[config.mk]
export PLATFORM = sky130hd
export DESIGN_NAME = cmp_result_tracker
export DESIGN_NICKNAME = d
export VERILOG_FILES = /design/src/rtl/cmp_tracker_pkg.sv /design/src/rtl/cmp_result_tracker_run.sv /design/src/rtl/cmp_result_tracker.sv
export SDC_FILE = /design/constraint.sdc
export NUM_CORES = 1
export LEC_CHECK = 0
export ABC_AREA = 1
export CAP_MARGIN = 20
export CORE_ASPECT_RATIO = 2
export CORE_UTILIZATION = 40
export DETAILED_ROUTE_END_ITERATION = 8
export PLACE_DENSITY_LB_ADDON = 0.3
export RECOVER_POWER = 100
export SLEW_MARGIN = 20
export SYNTH_ARGS = -nofsm -noshare
export SYNTH_HDL_FRONTEND = slang
export SYNTH_SLANG_ARGS = --single-unit
[constraint.sdc]
create_clock -name clk -period 4.15 [get_ports clk]
set_input_delay 0.6225 -clock clk [delete_from_list [all_inputs] [get_ports clk]]
set_output_delay 0.6225 -clock clk [all_outputs]
set_load 0.1 [all_outputs]
[src/rtl/cmp_tracker_pkg.sv]
// Shared types for the comparator result tracker: FSM states and dominant-outcome codes.
package cmp_tracker_pkg;

    typedef enum logic {
        ACCUM  = 1'b0,
        REPORT = 1'b1
    } state_e;

    typedef enum logic [1:0] {
        CLS_TIE     = 2'b00,
        CLS_LESS    = 2'b01,
        CLS_EQUAL   = 2'b10,
        CLS_GREATER = 2'b11
    } cls_e;

endpackage

[src/rtl/cmp_result_tracker_run.sv]
// cmp_run_detector: counts consecutive accepted equal results and pulses run_hit_o
// once when the run reaches RUN_LEN; the count saturates until the run breaks.
module cmp_run_detector #(
    parameter int RUN_LEN = 3
) (
    input  logic clk,
    input  logic rst_n,
    input  logic accept_i,
    input  logic is_equal_i,
    input  logic flush_i,
    output logic run_hit_o
);
    localparam int RW = $clog2(RUN_LEN + 1);
    localparam logic [RW-1:0] RUN_MAX = RW'(RUN_LEN);

    logic [RW-1:0] run_q, run_d;
    logic          hit_q, hit_d;

    always_comb begin
        run_d = run_q;
        hit_d = 1'b0;
        if (flush_i) begin
            run_d = '0;
        end else if (accept_i) begin
            if (!is_equal_i) begin
                run_d = '0;
            end else if (run_q != RUN_MAX) begin
                run_d = run_q + 1'b1;
                hit_d = (run_q == RUN_MAX - 1'b1);
            end
        end
    end

    always_ff @(posedge clk or negedge rst_n) begin
        if (!rst_n) begin
            run_q <= '0;
            hit_q <= 1'b0;
        end else begin
            run_q <= run_d;
            hit_q <= hit_d;
        end
    end

    assign run_hit_o = hit_q;

endmodule

[src/rtl/cmp_result_tracker.sv]
// Windowed tally of comparator outcomes with run detection and a handshaked summary.
// Optional macro CMP_CONSISTENCY_CHECK_EN: recompute A vs B, count from it, flag mismatches.
module cmp_result_tracker #(
    parameter int WIDTH   = 4,
    parameter int WINDOW  = 8,
    parameter int CNT_W   = 8,
    parameter int RUN_LEN = 3
) (
    input  logic             clk,
    input  logic             rst_n,
    input  logic             in_valid,
    output logic             in_ready,
    input  logic [WIDTH-1:0] Data_in_A,
    input  logic [WIDTH-1:0] Data_in_B,
    input  logic             less,
    input  logic             equal,
    input  logic             greater,
    input  logic             clear,
    output logic [CNT_W-1:0] less_cnt,
    output logic [CNT_W-1:0] equal_cnt,
    output logic [CNT_W-1:0] greater_cnt,
    output logic             run_hit,
    output logic             out_valid,
    input  logic             out_ready,
    output logic [1:0]       out_class,
    output logic             err_flag
);
    import cmp_tracker_pkg::*;

    localparam logic [CNT_W-1:0] WIN_LAST = CNT_W'(WINDOW);

    state_e           state_q, state_d;
    logic [CNT_W-1:0] less_q, less_d, equal_q, equal_d, greater_q, greater_d;
    logic [CNT_W-1:0] sample_q, sample_d;
    cls_e             cls_q, cls_d;
    logic             inc_l, inc_e, inc_g;
    logic             accept, handoff, flush;

    function automatic cls_e classify(input logic [CNT_W-1:0] l, e, g);
        if (g > e && g > l) return CLS_GREATER;
        if (e > g && e > l) return CLS_EQUAL;
        if (l > g && l > e) return CLS_LESS;
        return CLS_TIE;
    endfunction

`ifdef CMP_CONSISTENCY_CHECK_EN
    logic cmp_lt, cmp_eq, cmp_gt, err_q;

    assign cmp_lt = (Data_in_A < Data_in_B);
    assign cmp_eq = (Data_in_A == Data_in_B);
    assign cmp_gt = (Data_in_A > Data_in_B);
    assign inc_l  = cmp_lt;
    assign inc_e  = cmp_eq;
    assign inc_g  = cmp_gt;

    // Exact match against the recomputed compare also enforces one-hot flags.
    always_ff @(posedge clk or negedge rst_n) begin
        if (!rst_n) begin
            err_q <= 1'b0;
        end else if (accept && ({less, equal, greater} != {cmp_lt, cmp_eq, cmp_gt})) begin
            err_q <= 1'b1;
        end
    end
    assign err_flag = err_q;
`else
    logic unused_operands;

    assign unused_operands = ^{Data_in_A, Data_in_B};
    assign inc_g    = greater;
    assign inc_e    = equal & ~greater;
    assign inc_l    = less & ~equal & ~greater;
    assign err_flag = 1'b0;
`endif

    assign in_ready  = (state_q == ACCUM);
    assign out_valid = (state_q == REPORT);
    assign accept    = in_valid && in_ready && !clear;
    assign handoff   = out_valid && out_ready;
    assign flush     = (in_ready && clear) || handoff;

    always_comb begin
        state_d   = state_q;
        less_d    = less_q;
        equal_d   = equal_q;
        greater_d = greater_q;
        sample_d  = sample_q;
        cls_d     = cls_q;
        if (state_q == ACCUM) begin
            if (clear) begin
                less_d    = '0;
                equal_d   = '0;
                greater_d = '0;
                sample_d  = '0;
            end else if (accept) begin
                less_d    = less_q + CNT_W'(inc_l);
                equal_d   = equal_q + CNT_W'(inc_e);
                greater_d = greater_q + CNT_W'(inc_g);
                sample_d  = sample_q + 1'b1;
                if (sample_d == WIN_LAST) begin
                    state_d = REPORT;
                    cls_d   = classify(less_d, equal_d, greater_d);
                end
            end
        end else if (out_ready) begin
            less_d    = '0;
            equal_d   = '0;
            greater_d = '0;
            sample_d  = '0;
            state_d   = ACCUM;
        end
    end

    always_ff @(posedge clk or negedge rst_n) begin
        if (!rst_n) begin
            state_q   <= ACCUM;
            less_q    <= '0;
            equal_q   <= '0;
            greater_q <= '0;
            sample_q  <= '0;
            cls_q     <= CLS_TIE;
        end else begin
            state_q   <= state_d;
            less_q    <= less_d;
            equal_q   <= equal_d;
            greater_q <= greater_d;
            sample_q  <= sample_d;
            cls_q     <= cls_d;
        end
    end

    cmp_run_detector #(.RUN_LEN(RUN_LEN)) u_run (
        .clk        (clk),
        .rst_n      (rst_n),
        .accept_i   (accept),
        .is_equal_i (inc_e),
        .flush_i    (flush),
        .run_hit_o  (run_hit)
    );

    assign less_cnt    = less_q;
    assign equal_cnt   = equal_q;
    assign greater_cnt = greater_q;
    assign out_class   = cls_q;

endmodule
==> metrics, run 1 <==
status=finished with violations; failing checks=max-capacitance violations, max-slew violations; final WL=6610 um; final clock period utilization by the worst path=between 80% and 90%; layout cells sized above 1=6.20%; Mapped Area=0.00269 mm^2; crit path capture type=register; H-Tree Depth=2; final hold vios=0; drt first pass iters=5; max-cap violations=1; PwrDens=between 200 and 300 mW/mm^2; slowest stage delay, CP=0.52 ns; io pins=46; EDFF count, synth=0; P_leak=between 0.0015 and 0.002 uW; Top FF cell, synth=dfrtp_1; slew of the pin with the lowest slew margin=~2.1 ns; Rel. slew slack=-42.3%; DR vias/cell=a little over 5; TritonCTS buffer count=5; Crit-path slowest cell=dlygate4sd3_1; die area=0.00708 mm^2; Max VDD drop=0.209 mV; most common cell in the netlist=nand2_1; CTS Root Cell=clkbuf_16; register clock-pin slew on the reported worst setup and hold paths=around 0.05 ns; Ant. Diodes=0; worst path bufs/invs=4; synthesis-stage register bit count=38; Setup Fix Bufs, Post-CTS=0; die height=118 um; Final Util=50.2%; RSZ-0062 raised after global routing=no; Arr. time, crit path=about 3.6 ns; Commonest cells post-synth=nand2_1, inv_1, dfrtp_1; Setup CP Type=input pin to register; WL per Instance=approximately 14 um; clk_lat worst skew=roughly 0.29 ns; Fmax=about 290 MHz; CP cell instances=dlygate4sd3_1 > inv_1 > nor2_1 > ha_1 > ha_1 > nand4_1 > nor2_1 > xor2_1 > inv_1 > ha_1 > nand2_1 > nor2_1 > nand2_1 > nand2_1 > inv_1 > nand2_1 > nand2_1 > nand2_1 > nand2_1; CTS tree=yes; port buffer count=36; gr usage total=between 20% and 30%; Vias=2438; cell taking the most area after synthesis=dfrtp_1; CTS max path bufs=2; mean post-synth cell area=~7.8 um^2; global-route wire length before repair=roughly 11000 um; Gate Count Post-Synth=around 350; initial antenna violation count=0; vias in the first global route=around 2.4k; Post-DP HPWL=a little over 5000 um; Nets=437; clock sinks=38; Antenna Nets Post-Route=0; post-synthesis sequential area ratio=between 30% and 40%; Clock Skew=0.00880 ns; worst min path class=register to register; # rows=between 40 and 50; top-area cell type share of the netlist area=35.3%; DR iter-0 viols=73; Starting Density=just over 40%; Worst Setup Start Kind=input pin; maximum fanout along the worst path=5; cts repair resizes=0; post-synthesis cell type count=31; Critical Path RT=4.32 ns; syn_nets=398; maximum number of pins on one net before global-route repair=39; cts hold-fix bufs=0; ys async rst share=100%; GRT overflow=0; Post-route DRC=0; Yosys warnings=0; gpl congestion=about 0.83; max-slew violations=39; delay-heaviest family, CP=simple AND/OR/NAND/NOR gates; CP dominant cell by count=nand2_1; Final min period=roughly 3.4 ns; Final Setup Violations=0; Layout area overhead=22.6%; Core Box Area=0.00657 mm^2; Final TNS setup=0 ns; die width=approximately 60 um; Area contributors post-synth=dfrtp_1, ha_1, nand2_1, inv_1, xor2_1
## tightest hold or removal path, stage by stage, from the launching register on
cell	delay, ns
dfrtp_1	0.34
nand2_1	0.05
nand2_1	0.05
## layer usage
metal / global-route usage (%) / vias to the layer above / share of wire, % / wire length (um)
met5: 0 / - / 0 / 0
met4: 10.0 / 0 / 3.5 / 234
met3: 3.19 / 10 / 3.4 / 225
met2: 39.4 / 54 / 58 / 3830
met1: 19.7 / 1166 / 35 / 2320
li1: - / 1208 / - / -
## area by class of cell
cell class	count	area (um^2)
Clock inverter	3	40.0
Multi-Input combinational cell	244	1490
Tap cell	88	110
Fill cell	625	3270
Inverter	59	221
Sequential cell	38	951
Clock buffer	5	125
Timing Repair Buffer	38	365
## layout by cell type (no fill, tap or decap), types with 2 or more instances in the layout
cell type        count
nand2_2              2
o21ai_0             13
nand3_1             17
o21bai_1             2
clkbuf_1             2
nor3_1               2
o22ai_1             16
dlygate4sd3_1       31
o21ai_1              2
a22o_1               4
a21oi_1              7
nand4_1              8
xor2_1              12
inv_1               54
clkinv_2             2
nand2_1             88
clkdlybuf4s50_1      4
dfrtp_1             38
ha_1                35
nor2_2               5
nor2_1              20
clkbuf_16            5
xnor2_1              2
nor2_4               2
inv_2                4
## sequential cells by signal, indices dropped and copies added, names as in the netlist
register and count:
less_cnt 8, u_run.run_q 2, sample_q 8, u_run.run_hit_o 1, equal_cnt 8, out_valid 1
out_class 2, greater_cnt 8
## path summary, 6_finish.rpt
check	startpoint	end	slack [ns]	cells after the start
setup / recovery	equal	out_class[0]	0.75	19
hold / removal	out_class[0]	out_class[0]	0.47	2
setup reg to reg	out_valid	less_cnt[3]	1.28	9
hold reg to reg	out_class[0]	out_class[0]	0.47	2
max in group asynchronous	rst_n	out_class[1]	1.97	1
min in group asynchronous	rst_n	greater_cnt[0]	0.95	1
## metrics by stage
| stage | instance area, um^2 | hold WS (ns) | std cells | total power (uW) | setup WS (ns) |
|---|---|---|---|---|---|
| floorplan | 2690 | 0.327 | 347 | 492 | 1.22 |
| global placement | 3140 | 0.468 | 467 | 536 | 0.594 |
| detailed placement | 3140 | 0.466 | 467 | 538 | 0.554 |
| CTS | 3310 | 0.482 | 475 | 982 | 0.838 |
| global route | 3300 | 0.494 | 475 | 1010 | 0.479 |
| finish | 3300 | 0.470 | 475 | 971 | 0.755 |
## cell families after synthesis
family,share of synthesized area [%]
other cells,0.139
fa+ha+maj,16.3
xor+xnor,4.56
flops,35.3
compound gates,10.6
simple gates,23.8
buf+inv,9.30
## report_power, final
part | internal [uW] | switching (uW) | leakage (uW)
sequential | 377 | 6.95 | 0.000527
clock | 282 | 162 | 0.0000836
combinational | 42.8 | 100 | 0.00116
total | 702 | 269 | 0.00177
Power figures use the tool's default switching activity.
==> run 2, diff against run 1 <==
- clock period: 4.15 -> 3.25 ns (I/O delays scaled with it)
==> metrics, run 2 (synthesis results as in run 1) <==
status=finished with violations; failing checks=max-capacitance violations, max-slew violations; die width=60 um (unchanged); gr usage total=21.0% (+0.36 points); P_leak=0.00170 uW (-3.9%); gpl congestion=0.792 (-5.1%); commonest non-fill, non-tap cell in the layout=nand2_1; # rows=42 (unchanged); die area=0.00708 mm^2 (unchanged); Max VDD drop=0.178 mV (-15%); layout cells sized above 1=10.2% (+4.0 points); Critical Path RT=3.48 ns (-0.84 ns); initial antenna violation count=0 (unchanged); CTS tree=yes; Setup Fix Bufs, Post-CTS=0 (unchanged); GRT overflow=0 (unchanged); Final WS setup=0.265 ns (-0.490 ns); final hold vios=0 (unchanged); clk_lat worst skew=0.29 ns (about the same); TritonCTS buffer count=5 (unchanged); max-cap violations=1 (unchanged); DR iter-0 viols=59 (-19%); Setup CP Type=input pin to register; # fillers=684 (+9.4%); port buffer count=36 (unchanged); pre-CTS WS=-0.0751 ns (-0.629 ns); max-slew violations=39 (unchanged); Reg area=951 um^2 (unchanged); clock sinks=38 (unchanged); Vias=2435 (-0.12%); slew of the pin with the lowest slew margin=2.10 ns (-0.0325 ns); CTS max path bufs=2 (unchanged); Final Util=49.8% (-0.50 points); final WL=6850 um (+3.5%); Clock Skew=0.00444 ns (-0.00435 ns); Tot Pwr=1180 uW (+21%); CTS Root Cell=clkbuf_16; H-Tree Depth=2 (unchanged); io pins=46 (unchanged); Final Setup Violations=0 (unchanged); Worst Setup Start Kind=input pin; Post-route DRC=0 (unchanged); Nets=452 (+3.4%); crit path capture type=register; die height=118 um (unchanged); maximum fanout along the worst path=3 (-2); DR vias/cell=4.97 (-3.2%); Antenna Nets Post-Route=0 (unchanged); Starting Density=41.0% (unchanged); worst min path class=register to register; Ant. Diodes=0 (unchanged); area occupied by multi-input gates=0.00151 mm^2 (+1.2%); PwrDens=361 mW/mm^2 (+23%); Final min period=2.98 ns; highest-count cells in the layout ignoring fill and taps=nand2_1, inv_1, dfrtp_1; maximum number of pins on one net before global-route repair=39 (unchanged); Arr. time, crit path=3.21 ns (-0.36 ns); drt first pass iters=4 (-1); Fmax=335 MHz; Core Box Area=0.00657 mm^2 (unchanged); vias in the first global route=2406 (+2.1%); global-route wire length before repair=11000 um (+1.7%); Post-DP HPWL=5320 um (+5.3%); register clock-pin slew on the reported worst setup and hold paths=0.06 ns (about the same); final clock period utilization by the worst path=91.8%; Rel. slew slack=-40.2% (+2.2 points); WL per Instance=14.0 um (+0.35%); Layout area overhead=21.4%
## run 2: changes by cell type in the layout (fill, tap and decap cells not counted), sizes merged
| cell | before | now |
|---|---|---|
| buf | 1 | 14 |
| bufinv | 1 | 0 |
| clkbuf | 7 | 33 |
| clkdlybuf4s50 | 4 | 5 |
| dlygate4sd3 | 31 | 8 |
| inv | 58 | 57 |
## run 2: layout make-up
| type | instances | area share (%) |
|---|---|---|
| repair buffers | 53 | 10.2 |
| clock inverters | 1 | 0.153 |
| flip-flops and latches | 38 | 29.1 |
| multi-input cells | 244 | 46.1 |
| clock buffers | 7 | 4.36 |
| inverters | 59 | 6.78 |
| well taps | 88 | 3.37 |
## run 2: critical path, cell delays in order
cell and delay (ns):
clkdlybuf4s50_1 0.51, buf_4 0.12, ha_1 0.18, ha_1 0.21, nand3_1 0.13, nor3_1 0.24, xor2_1 0.31, ha_1 0.30
nand2_1 0.10, nor2_2 0.06, buf_4 0.13, a21oi_1 0.17, nand2_1 0.09, nand2_1 0.08, nand2_1 0.05, nand2_1 0.05
## run 2: metal layers
metal  vias to the layer above  part of all wire [%]  GRT usage [%]
met5                         -                     0              0
met2                        38                    57           38.8
li1                       1227                     -              -
met4                         0                   4.7           12.2
met1                      1155                    36           20.3
met3                        15                   2.3           3.41
## run 2: final timing paths
kind,from,to,slack (ns),cells after the start
worst max-delay path,greater,out_class[0],0.27,16
worst min-delay path,out_class[0],out_class[0],0.48,2
worst max register to register,greater_cnt[0],out_class[0],0.70,14
worst min register to register,out_class[0],out_class[0],0.48,2
max in group asynchronous,rst_n,u_run.run_hit_o,1.24,1
min in group asynchronous,rst_n,sample_q[2],0.80,1
## run 2: stage by stage
| stage | instances | setup TNS, ns | instance area, um^2 | hold slack, ns |
|---|---|---|---|---|
| floorplan | 347 | 0 | 2690 | 0.192 |
| global placement | 482 | -0.0395 | 3200 | 0.473 |
| detailed placement | 482 | -0.118 | 3200 | 0.468 |
| CTS | 490 | 0 | 3350 | 0.363 |
| global route | 490 | -0.00541 | 3270 | 0.495 |
| finish | 490 | 0 | 3270 | 0.479 |
## run 2: what timing repair did
action | 4_1_cts | 5_1_grt
resized for setup | 0 | 4
endpoints found under the setup margin | 0 | 2
hold buffers | 0 | 0
## run 2: where the power goes
| part | leakage, uW | switching, uW | internal (uW) |
|---|---|---|---|
| clock | 0.0000739 | 195 | 304 |
| combinational | 0.00110 | 133 | 53.2 |
| sequential | 0.000527 | 9.94 | 482 |
| total | 0.00170 | 339 | 839 |
==> run 3, diff against run 2 <==
- SYNTH_HIERARCHICAL: default -> 1
==> metrics, run 3 <==
port buffer count=36 (unchanged); TritonCTS buffer count=5 (unchanged); Max VDD drop=0.259 mV (+45%); most common cell in the netlist=nand2_1; synthesis-stage register bit count=38 (unchanged); Simple-Gate Fraction of Synth Area=22.7% (-1.2 points); Starting Density=41.3% (+0.32 points); mux cell area share after synthesis=0% (unchanged); P_leak=0.00162 uW (-4.6%); Yosys warnings=6 (+6); die width=60.2 um (+0.38%); Commonest cells post-synth=nand2_1, inv_1, dfrtp_1; Final Setup Violations=0 (unchanged); maximum number of pins on one net before global-route repair=39 (unchanged); Final min period=2.91 ns (-0.0784 ns); syn_nets=404 (+1.5%); Post-DP HPWL=4930 um (-7.4%); r2r startpoint=less_cnt[0]; Setup CP Type=input pin to register; CTS Root Cell=clkbuf_16; Worst R2R End=out_class[0]; Fmax=344 MHz (+2.7%); final WL=6490 um (-5.2%); CTS max path bufs=2 (unchanged); Vias=2374 (-2.5%); DR iter-0 viols=68 (+15%); commonest non-fill, non-tap cell in the layout=nand2_1; Final TNS setup=0 ns (unchanged); Tot Pwr=1150 uW (-2.1%); GRT overflow=0 (unchanged); reg-to-reg slack, setup=0.77 ns (+0.07 ns); Area contributors post-synth=dfrtp_1, ha_1, nand2_1, inv_1, o22ai_1; Hold Path Stages=2 (unchanged); vias in the first global route=2389 (-0.71%); Setup Fix Bufs, Post-CTS=0 (unchanged); PwrDens=365 mW/mm^2 (+1.4%); Post-Synth Adder-Cell Area=16.1% (-0.13 points); mean post-synth cell area=7.68 um^2 (-0.92%); gpl congestion=0.850 (+7.3%); Mapped Area=0.00271 mm^2 (+0.79%); Synth Area in Compound Gates=11.1% (+0.52 points); Post-route DRC=0 (unchanged); post-synthesis sequential area ratio=35.1% (-0.28 points); initial antenna violation count=0 (unchanged); Arr. time, crit path=3.08 ns (-0.13 ns); failing checks=max-capacitance violations, max-slew violations; final hold vios=0 (unchanged); ys async rst share=100% (unchanged); WHS Endpoint=out_class[1]; post-synthesis xor/xnor area fraction=4.20% (-0.36 points); hold_sp=out_class[1]; crit path capture type=register; drt first pass iters=4 (unchanged); clk_lat worst skew=0.28 ns (about the same); final clock period utilization by the worst path=89.4% (-2.4 points); CTS tree=yes; Layout area overhead=16.4%; H-Tree Depth=2 (unchanged); slew of the pin with the lowest slew margin=2.14 ns (+0.0368 ns); cell taking the most area after synthesis=dfrtp_1; Clock Skew=0.00448 ns (+0.0000326 ns); Core Box Area=0.00657 mm^2 (unchanged); die area=0.00713 mm^2 (+0.77%); die height=118 um (+0.39%); Critical Path RT=3.42 ns (-0.06 ns); top-area cell type share of the netlist area=35.1% (-0.28 points); post-synthesis cell type count=28 (-9.7%); max-slew violations=39 (unchanged); Ant. Diodes=0 (unchanged); Rel. slew slack=-42.6% (-2.5 points); Worst Setup Start Kind=input pin; EDFF count, synth=0 (unchanged); R2R depth=17 (+3); status=finished with violations; placed insts=476 (-1.2%); maximum fanout along the worst path=3 (unchanged); largest family of logic cells by synthesized area=simple AND/OR/NAND/NOR gates; # rows=42 (unchanged); highest-count cells in the layout ignoring fill and taps=nand2_1, inv_1, dfrtp_1; worst min path class=register to register; global-route wire length before repair=10900 um (-0.87%); cts hold-fix bufs=0 (unchanged); register clock-pin slew on the reported worst setup and hold paths=0.05 ns (about the same); DR vias/cell=4.92 (-1.1%); gr usage total=20.5% (-0.52 points); Nets=446 (-1.3%); WL per Instance=13.4 um (-3.9%); Post-Layout Cell Count=483 (-1.4%); Gate Count Post-Synth=353 (+1.7%); RSZ-0062 raised after global routing=no; max-cap violations=1 (unchanged); clock sinks=38 (unchanged); Top FF cell, synth=dfrtp_1; Antenna Nets Post-Route=0 (unchanged); layout cells sized above 1=6.58% (-3.6 points); io pins=46 (unchanged)
## run 3: changes by cell type in the layout (fill, tap and decap cells not counted), sizes merged, moves of 2 or more
| cell | delta |
|---|---|
| nor2 | -2 |
| buf | -9 |
| o21ai | +4 |
| a22o | -4 |
| inv | +8 |
| o22ai | +3 |
| clkbuf | -2 |
| nand2 | -3 |
| clkinv | -2 |
## run 3: final cells by class
| cell class | count | area (um^2) |
|---|---|---|
| clock buffer | 7 | 133 |
| inverter | 66 | 248 |
| timing repair buffer | 42 | 259 |
| fill | 699 | 3410 |
| tap | 88 | 110 |
| sequential | 38 | 951 |
| multi-input combinational | 242 | 1460 |
## run 3: through the flow
| stage | utilization (%) | hold WS, ns | cell area, um^2 | worst slack, ns |
|---|---|---|---|---|
| 6_report | 48.1 | 0.472 | 3160 | 0.344 |
| 5_1_grt | 48.1 | 0.513 | 3160 | 0.0241 |
| 4_1_cts | 49.6 | 0.362 | 3260 | 0.276 |
| 3_5_place_dp | 47.6 | 0.465 | 3130 | 0.0405 |
| 3_3_place_gp | 47.6 | 0.463 | 3130 | 0.0438 |
| 2_1_floorplan | - | 0.192 | 2710 | 0.364 |
## run 3: metal layers
| metal | up-vias | GRT usage (%) | share of wire, % |
|---|---|---|---|
| li1 | 1222 | - | - |
| met1 | 1110 | 22.3 | 39 |
| met2 | 31 | 36.5 | 56 |
| met3 | 11 | 3.28 | 2.2 |
| met4 | 0 | 9.16 | 2.5 |
| met5 | - | 0 | 0 |
## run 3: power breakdown
group	switching (uW)	internal, uW	leakage, uW	total (uW)
registers	10.9	483	0.000526	494
clock network	184	281	0.0000640	464
logic	140	55.2	0.00103	196
## run 3: worst max-delay path by stage
| stage | start | endpoint | slack (ns) |
|---|---|---|---|
| 6_report | equal | out_class[0] | 0.34 |
| 5_1_grt | equal | out_class[1] | 0.02 |
| 4_1_cts | equal | out_class[0] | 0.28 |
| 3_5_place_dp | equal | out_class[0] | 0.04 |
| 3_3_place_gp | equal | out_class[0] | 0.04 |
| 2_1_floorplan | less_cnt[0] | out_class[0] | 0.36 |
## run 3: kinds of logic (layout without fill, tap and decap cells)
family / count (synthesis) / after routing
compound gates: 52 / 52
xor+xnor: 13 / 13
fa+ha+maj: 35 / 35
buf+inv: 73 / 115
flops: 38 / 38
other cells: 1 / 1
simple gates: 141 / 141
## run 3: what timing repair did
item                                    CTS  global route
endpoints found under the hold margin     0             0
endpoints found under the setup margin    0             1
gates resized for setup                   0             1
## run 3: worst max-delay path: stages
cell             delay (ns)
clkdlybuf4s50_1        0.40
inv_1                  0.09
nand2_1                0.06
nor2_1                 0.13
ha_1                   0.17
ha_1                   0.15
nand2_1                0.08
inv_1                  0.08
nand4_1                0.11
xor2_1                 0.20
inv_1                  0.10
ha_1                   0.28
nand2_1                0.05
nor2_1                 0.21
nand4_1                0.11
nand2_1                0.08
inv_1                  0.04
nand3_1                0.07
nand2_1                0.06
nand2_1                0.06
nand2_1                0.05
